--- config.mk ---
export PLATFORM = sky130hd
export DESIGN_NAME = branch_update_queue
export DESIGN_NICKNAME = d
export VERILOG_FILES = /design/src/rtl/branch_update_queue.sv
export SDC_FILE = /design/constraint.sdc
export NUM_CORES = 1
export LEC_CHECK = 0
export BUFFER_PORTS_ARGS = -buffer_cell sky130_fd_sc_hd__buf_2
export CELL_PAD_IN_SITES_DETAIL_PLACEMENT = 2
export CELL_PAD_IN_SITES_GLOBAL_PLACEMENT = 2
export CORE_MARGIN = 1.5
export CORE_UTILIZATION = 40
export CTS_BUF_LIST = sky130_fd_sc_hd__clkbuf_8
export CTS_CLUSTER_DIAMETER = 120
export DETAILED_ROUTE_END_ITERATION = 7
export PLACE_DENSITY_LB_ADDON = 0.1
export SETUP_SLACK_MARGIN = 0.02
export SLEW_MARGIN = 20
export SYNTH_ARGS = -nofsm -noshare
export SYNTH_HDL_FRONTEND = slang
export SYNTH_SLANG_ARGS = --single-unit
--- constraint.sdc ---
create_clock -name CLK -period 4.8 [get_ports CLK]
set_clock_uncertainty 0.2 [all_clocks]
set_input_delay 0.24 -clock CLK [delete_from_list [all_inputs] [get_ports CLK]]
set_output_delay 0.24 -clock CLK [all_outputs]
set_load 0.1 [all_outputs]
--- src/rtl/branch_update_queue.sv ---
// branch_update_queue: in-order queue of predicted branches feeding predictor updates.
// Optional stats counters (UpdateCount/MispredictCount) under BRANCH_UPDATE_STATS_EN.
module branch_update_queue #(
    parameter int DEPTH = 8,
    parameter int PC_W  = 32,
    parameter int CNT_W = 4
) (
    input  logic             CLK,
    input  logic             RESET,
    input  logic             EnqValid,
    input  logic [PC_W-1:0]  EnqPC,
    input  logic             EnqPredTaken,
    output logic             EnqReady,
    input  logic             ResValid,
    input  logic             ResTaken,
    output logic             ResReady,
    input  logic             Flush,
    output logic             isBranch,
    output logic             isTaken,
    output logic [PC_W-1:0]  InstrPC,
    output logic             Mispredict,
    output logic [PC_W-1:0]  MispredictPC,
    output logic [CNT_W-1:0] Count
`ifdef BRANCH_UPDATE_STATS_EN
    ,
    output logic [31:0]      UpdateCount,
    output logic [31:0]      MispredictCount
`endif
);

    localparam int PTR_W = $clog2(DEPTH);
    localparam logic [CNT_W-1:0] L_FULL = CNT_W'(DEPTH);

    typedef enum logic [1:0] {
        S_IDLE,
        S_SETUP,
        S_PULSE,
        S_GAP
    } state_t;

    state_t           r_state;
    state_t           w_next;
    logic [PC_W-1:0]  r_pc [DEPTH];
    logic [DEPTH-1:0] r_pred;
    logic [PTR_W-1:0] r_wr_ptr;
    logic [PTR_W-1:0] r_rd_ptr;
    logic [CNT_W-1:0] r_count;
    logic             w_enq;
    logic             w_res;
    logic             w_miss;
    logic [PC_W-1:0]  w_head_pc;
    logic             w_head_pred;
    logic             r_is_taken;
    logic             r_mispredict;
    logic [PC_W-1:0]  r_instr_pc;
    logic [PC_W-1:0]  r_mis_pc;

    assign EnqReady    = (r_count != L_FULL);
    assign ResReady    = (r_count != '0) && (r_state == S_IDLE);
    assign w_enq       = EnqValid && EnqReady && !Flush;
    assign w_res       = ResValid && ResReady;
    assign w_head_pc   = r_pc[r_rd_ptr];
    assign w_head_pred = r_pred[r_rd_ptr];
    assign w_miss      = (ResTaken != w_head_pred);

    assign Count        = r_count;
    assign InstrPC      = r_instr_pc;
    assign isTaken      = r_is_taken;
    assign Mispredict   = r_mispredict;
    assign MispredictPC = r_mis_pc;

    // Entry storage; contents are don't-care until written, so no reset.
    always_ff @(posedge CLK) begin
        if (w_enq) begin
            r_pc[r_wr_ptr]   <= EnqPC;
            r_pred[r_wr_ptr] <= EnqPredTaken;
        end
    end

    // Pointers and occupancy; flush empties the queue after any same-cycle pop.
    always_ff @(posedge CLK or negedge RESET) begin
        if (!RESET) begin
            r_wr_ptr <= '0;
            r_rd_ptr <= '0;
            r_count  <= '0;
        end else if (Flush) begin
            r_wr_ptr <= '0;
            r_rd_ptr <= '0;
            r_count  <= '0;
        end else begin
            if (w_enq) r_wr_ptr <= r_wr_ptr + PTR_W'(1);
            if (w_res) r_rd_ptr <= r_rd_ptr + PTR_W'(1);
            if (w_enq && !w_res) r_count <= r_count + CNT_W'(1);
            else if (!w_enq && w_res) r_count <= r_count - CNT_W'(1);
        end
    end

    // Update operands captured at resolve; mispredict is a single-cycle pulse.
    always_ff @(posedge CLK or negedge RESET) begin
        if (!RESET) begin
            r_instr_pc   <= '0;
            r_is_taken   <= 1'b0;
            r_mispredict <= 1'b0;
            r_mis_pc     <= '0;
        end else if (w_res) begin
            r_instr_pc   <= w_head_pc;
            r_is_taken   <= ResTaken;
            r_mispredict <= w_miss;
            if (w_miss) r_mis_pc <= w_head_pc;
        end else begin
            r_mispredict <= 1'b0;
        end
    end

    // Sequencer state register.
    always_ff @(posedge CLK or negedge RESET) begin
        if (!RESET) r_state <= S_IDLE;
        else        r_state <= w_next;
    end

    // Sequencer next state: setup, strobe, gap, then idle.
    always_comb begin
        w_next = r_state;
        unique case (r_state)
            S_IDLE:  if (w_res) w_next = S_SETUP;
            S_SETUP: w_next = S_PULSE;
            S_PULSE: w_next = S_GAP;
            S_GAP:   w_next = S_IDLE;
            default: w_next = S_IDLE;
        endcase
    end

    // Sequencer output: strobe high only in PULSE.
    always_comb begin
        isBranch = 1'b0;
        if (r_state == S_PULSE) isBranch = 1'b1;
    end

`ifdef BRANCH_UPDATE_STATS_EN
    logic [31:0] r_upd_cnt;
    logic [31:0] r_mis_cnt;

    assign UpdateCount     = r_upd_cnt;
    assign MispredictCount = r_mis_cnt;

    // Saturating update/mispredict counters, cleared by reset only.
    always_ff @(posedge CLK or negedge RESET) begin
        if (!RESET) begin
            r_upd_cnt <= '0;
            r_mis_cnt <= '0;
        end else begin
            if (r_state == S_SETUP && r_upd_cnt != '1)
                r_upd_cnt <= r_upd_cnt + 32'd1;
            if (w_res && w_miss && r_mis_cnt != '1)
                r_mis_cnt <= r_mis_cnt + 32'd1;
        end
    end
`endif

endmodule
=== After elaboration in Yosys (flattened, before gate mapping) ===
Memories as Yosys holds them, arrays and structs flattened.
Index checks and enable logic that the tools add are counted.

* ROM bits: 0
* Input port bits: 39
* Memories kept: 1
* Bits in latches: 0
* Flip-flop bits (word level): 86
* Bits in writable memories: 256
* Word-level logic and storage cells: 57

{| class="wikitable"
|+ Memories
! memory !! words !! width !! rd ports !! clocked after memory_dff !! write ports !! RTL line !! text
|-
| r_pc || 8 || 32 || 1 || 0 || 1 || 43 || <nowiki>logic [PC_W-1:0] r_pc [DEPTH];</nowiki>
|}

* Multiply operators: 0
* $add $sub $neg: 4
* Shift operators: 0
* $lt $le $gt $ge: 3
* Equal/unequal tests: 6
* Mux-type cells: 18
* Divide/modulo/power cells: 0
* Reduce and logical (&&, ||, !) cells: 16
* Bitwise operators: 0

{| class="wikitable"
|+ Operator list
! operator !! number
|-
| 3-bit two-way mux || 4
|-
| 4-bit two-way mux || 3
|-
| 8-bit bitwise mux || 1
|-
| 3-bit by 4-bit less-than comparator with 1-bit output (second input constant) || 2
|-
| 2-bit case mux with 4 select lines || 1
|-
| 1-bit logical AND || 7
|-
| 3-bit by 1-bit adder with 3-bit output (second input constant) || 2
|-
| 1-bit two-way mux || 6
|-
| 4-bit by 1-bit adder with 4-bit output (second input constant) || 1
|-
| 2-bit == test (second input constant) || 2
|-
| 4-bit != test (second input constant) || 1
|-
| 2-bit nonzero test || 2
|-
| 4-bit nonzero test || 1
|-
| 4-bit by 1-bit subtractor with 4-bit output (second input constant) || 1
|-
| 1-bit binary-select mux with 3-bit select || 1
|-
| 1-bit demux with 3-bit select || 1
|-
| 3-bit by 1-bit >= comparator with 1-bit output (second input constant) || 1
|-
| 1-bit zero test || 3
|-
| 3-bit nonzero test || 1
|-
| 2-bit by 1-bit == test with 1-bit output (second input constant) || 1
|-
| 2-bit zero test || 1
|-
| 2-bit two-way mux || 1
|-
| 2-bit != test (second input constant) || 1
|-
| 2-bit AND reduction || 1
|-
| 1-bit != test || 1
|}

=== Logic depth before layout (Yosys ltp) ===
* Depth in word-level cells: 8
* Gate-level depth with buffers: 9

=== Worst setup path after synthesis ===
Ideal clock, no wire load.

* Path kind: reg2reg
* From: reg r_count[1] (netlist: Count[1])
* To: mem r_pc[1][0] (enable)
* Arrival: 4465 ps
* Cell stages (with the launch flop): 5
* Path buffers: 0
* Library setup time: 464 ps
* Setup slack: -329 ps
* Clock period less this slack: 5129 ps
* Cells stage by stage: dfrtp_1 -> nor4b_1 -> inv_1 -> nand3_1 -> nor3_1

* Cells in the longest elaborated chain, start to end: 5

{| class="wikitable"
|+ Ends and longest elaborated chain
! item !! RTL line !! text
|-
| from (decl) || 47 || <nowiki>logic [CNT_W-1:0] r_count;</nowiki>
|-
| from (signal assigned) || 93 || <nowiki>if (w_enq && !w_res) r_count <= r_count + CNT_W'(1);</nowiki>
|-
| from (signal assigned) || 94 || <nowiki>else if (!w_enq && w_res) r_count <= r_count - CNT_W'(1);</nowiki>
|-
| 4-bit != test || 58 || <nowiki>assign EnqReady = (r_count != L_FULL);</nowiki>
|-
| net EnqReady || 13 || <nowiki>output logic EnqReady,</nowiki>
|-
| 1-bit logical AND (2 in a row) || 60 || <nowiki>assign w_enq = EnqValid && EnqReady && !Flush;</nowiki>
|-
| 1-bit two-way mux || 74 || <nowiki>if (w_enq) begin</nowiki>
|-
| 1-bit two-way mux (not written as such) || 75 || <nowiki>r_pc[r_wr_ptr] <= EnqPC;</nowiki>
|-
| to (decl) || 43 ||
|}

The timed path passes the listed nets, and every way through them passes these cells.

=== Final worst setup path ===
* From: reg r_count[1] (netlist: Count[1])
* To: reg r_count[3] (netlist: Count[3])

* Cells in the longest elaborated chain, start to end: 7
* Elaborated cells on any way between the ends: 16
* Classes of those cells: add/sub (2); eq/ne (1); mux (3); reduce/logical (10)

{| class="wikitable"
|+ Ends and longest elaborated chain
! item
|-
| parallel branches: the longest is 7 deep, another holds 4-bit by 1-bit subtractor with 4-bit output
|}

Several ways; the timed one is not identified. The select of a mux whose other input is x is not followed.
A chain may end at the register's enable or synchronous reset.

==> results.yml <==
worst_setup_path:
  arrival_ns: 3.35
  path_class: "reg -> reg"
  end_kind: "flip-flop"
  start_kind: "flip-flop"
  rr_worst_depth: 8
  worstReg2RegEnd: "Count[3]"
  cp.required_ns: 5.05
  ff2ff_setup_slack_ns: 1.71
  crit_fanout: 7
  reg2reg_from: "Count[1]"
placed_design:
  portBuffers: 111
  gp_routability_congestion: 0.749
  place_ws_ns: 1.61
  dp_hpwl_um: 18500
floorplanning:
  die_w_um: 184
  rows: 66
  die_h_um: 184
  dieArea_um2: 33900
  start_util: 0.405
  io_pins: 112
  core_um2: 32400
layout:
  fin_util: 0.489
  nNetsFinal: 922
  drive_above_1_share: 0.303
  area_growth_pct: 20.7
pwr:
  leakage_nw: 5.74
  power_density_nw_per_um2: 606
  peakVddDrop_v: 0.000511
global_routing:
  met2_usage: 0.331
  antenna_found_initial: 1
  track_usage: 0.188
  grt_max_degree: 79
  use_met3: 0.0312
  grt_pass1_wl_um: 47100
  overflow: 0
  grt.busiest_layer: "met2"
  grt_use_met1: 0.241
  grt_pass1_vias: 7868
yosys:
  ys_ff_latch: 342
  synth_cells: 680
  ys.warnings.count: 0
  ys_types: 37
  yosys.area.top_type: "edfxtp_1"
  ys_seq_area_frac: 0.753
  syn_area_per_cell_um2: 19.3
  yosys.area.top_type_share: 0.604
  synth_area_leaders: "edfxtp_1 60%, dfrtp_1 15%, mux4_2 11%, mux2i_1 5.3%, o21ai_0 1.2%"
  netlist_area_um2: 13100
  mappedNetlistNets: 727
timing:
  fmax_mhz: 323
  worst_pin_slew_ns: 1.02
  relSlewSlack: 0.318
  hold_viol: 0
  finalMaxSlewViolations: 0
  rsz0062_at_grt: "no"
  fin_ws_ns: 1.71
  finalCritPeriodShare: 0.645
  fin_setup_tns_ns: 0
  min_period_ns: 3.09
  setup_viol: 0
route:
  antenna_left: 0
  wl_per_cell_um: 22.3
  vias_per_cell: 5.02
  drtIter0Drc: 285
  drtPass1Iterations: 4
  drc: 0
  dr_total_vias: 6861
  wirelength_um: 30500
clocking:
  insertion_delay_ns: 0.58
  cts_buffers: 57
  ctsHtreeMaxLevel: 2
  clock_path_buffers: 3
  clkTransAtPathRegs_ns: 0.06
  cts.root.buffer_cell: "clkbuf_8"
  cts_sinks: 342
  cts_tree: "built"
outcome:
  status: "finished clean"
hold_path:
  hp-class: "in -> async"
run:
  max_cap_viol_count: 0
-- power breakdown --
| part | switching (mW) | total (mW) | internal [mW] |
|---|---|---|---|
| Sequential | 0.197 | 3.74 | 3.55 |
| Combinational | 2.70 | 3.33 | 0.634 |
| Clock | 1.13 | 2.52 | 1.39 |
-- worst max path at each step --
stage | end | startpoint | slack (ns) | cells past startpoint
CTS | Count[3] | Count[1] | 1.57 | 8
global placement | Count[3] | Count[1] | 1.80 | 8
finish | Count[3] | Count[1] | 1.71 | 8
floorplan | r_pc[0][0] | Count[1] | 0.26 | 3
detailed placement | Count[3] | Count[1] | 1.61 | 8
global route | Count[3] | Count[1] | 1.19 | 8
-- synth_stat cells (all sizes together) --
library cell  number
nor4b              1
a21o               1
edfxtp           264
mux2i             71
ha                 7
o211ai             2
nor2b              1
o31ai              1
o41ai              1
o311ai             1
a211oi             2
a21oi              3
buf               19
nand3              6
nand4b             1
or3                2
nand2             40
clkbuf            11
mux4              65
or4                1
and2               1
inv               40
a2111oi            1
dfrtp             78
o21ai             32
nor3               2
xor2               5
nor2              13
nand2b             4
mux2               2
fa                 1
a21boi             1
-- cells in the final DEF, fill, tap and decap left out, types with 3 or more instances in the layout --
master / n
a21oi_1: 3
buf_2: 110
buf_4: 13
clkbuf_8: 68
clkinv_1: 6
clkinv_2: 4
dfrtp_1: 75
dlygate4sd3_1: 41
edfxtp_1: 264
ha_1: 7
inv_1: 65
mux2i_1: 70
mux4_2: 65
nand2_1: 39
nand2b_1: 4
nand3_1: 6
nor2_1: 7
nor2_4: 6
o21ai_0: 32
xor2_1: 5
-- per-stage QoR --
stage | instances | area (um2) | power, mW | hold WS (ns)
floorplan | 680 | 13100 | 6.49 | -0.256
global placement | 1217 | 14300 | 7.04 | 0.257
detailed placement | 1217 | 14300 | 7.15 | 0.266
CTS | 1365 | 15800 | 9.75 | 0.219
global route | 1366 | 15800 | 10.0 | 0.146
finish | 1366 | 15800 | 9.60 | 0.102
-- state kept, by name, indices dropped and copies added (netlist names) --
name          flops
r_rd_ptr          3
InstrPC          32
r_pc            256
MispredictPC     32
r_pred            8
Mispredict        1
r_wr_ptr          3
Count             4
isTaken           1
r_state           2
-- repair_timing --
action,4_1_cts,5_1_grt
endpoints found under the hold margin,353,0
gates resized for setup,0,0
hold buffers,41,0
buffers inserted,0,0
-- kinds of logic (layout without fill, tap and decap cells) --
kind of cell / count (synthesis) / after routing / synth area share
and+or+nand+nor: 72 / 72 / 0.0239
AOI/OAI and AO/OA: 45 / 45 / 0.0199
buffers and inverters: 70 / 313 / 0.0231
muxes: 138 / 138 / 0.168
other: 0 / 1 / 0
DFF: 342 / 342 / 0.753
adders and majority gates: 8 / 8 / 0.00820
xor gates and xnor gates: 5 / 5 / 0.00334
-- area by class of cell --
cell class	count	area (um2)
clock buffer	68	936
sequential	342	9890
timing repair buffer	166	1090
inverter	40	150
fill	2975	16500
tap	442	553
clock inverter	39	209
antenna	1	2.50
multi-input combinational	268	3000
-- critical path, cell delays in order, from the launching register on --
cell and delay [ns]:
dfrtp_1 0.44, nor4b_1 0.58, inv_1 0.23, o211ai_1 0.30
ha_1 0.34, a21o_1 0.22, a2111oi_0 0.44, mux2i_1 0.13
o311ai_1 0.10
-- metal layers --
layer  routed length (um)  up-vias
li1                     -     3038
met1                13200     3644
met4                  540        0
met2                15700      137
met3                  987       42
met5                    0        -
No activity file was read; power rests on OpenSTA's default activity.
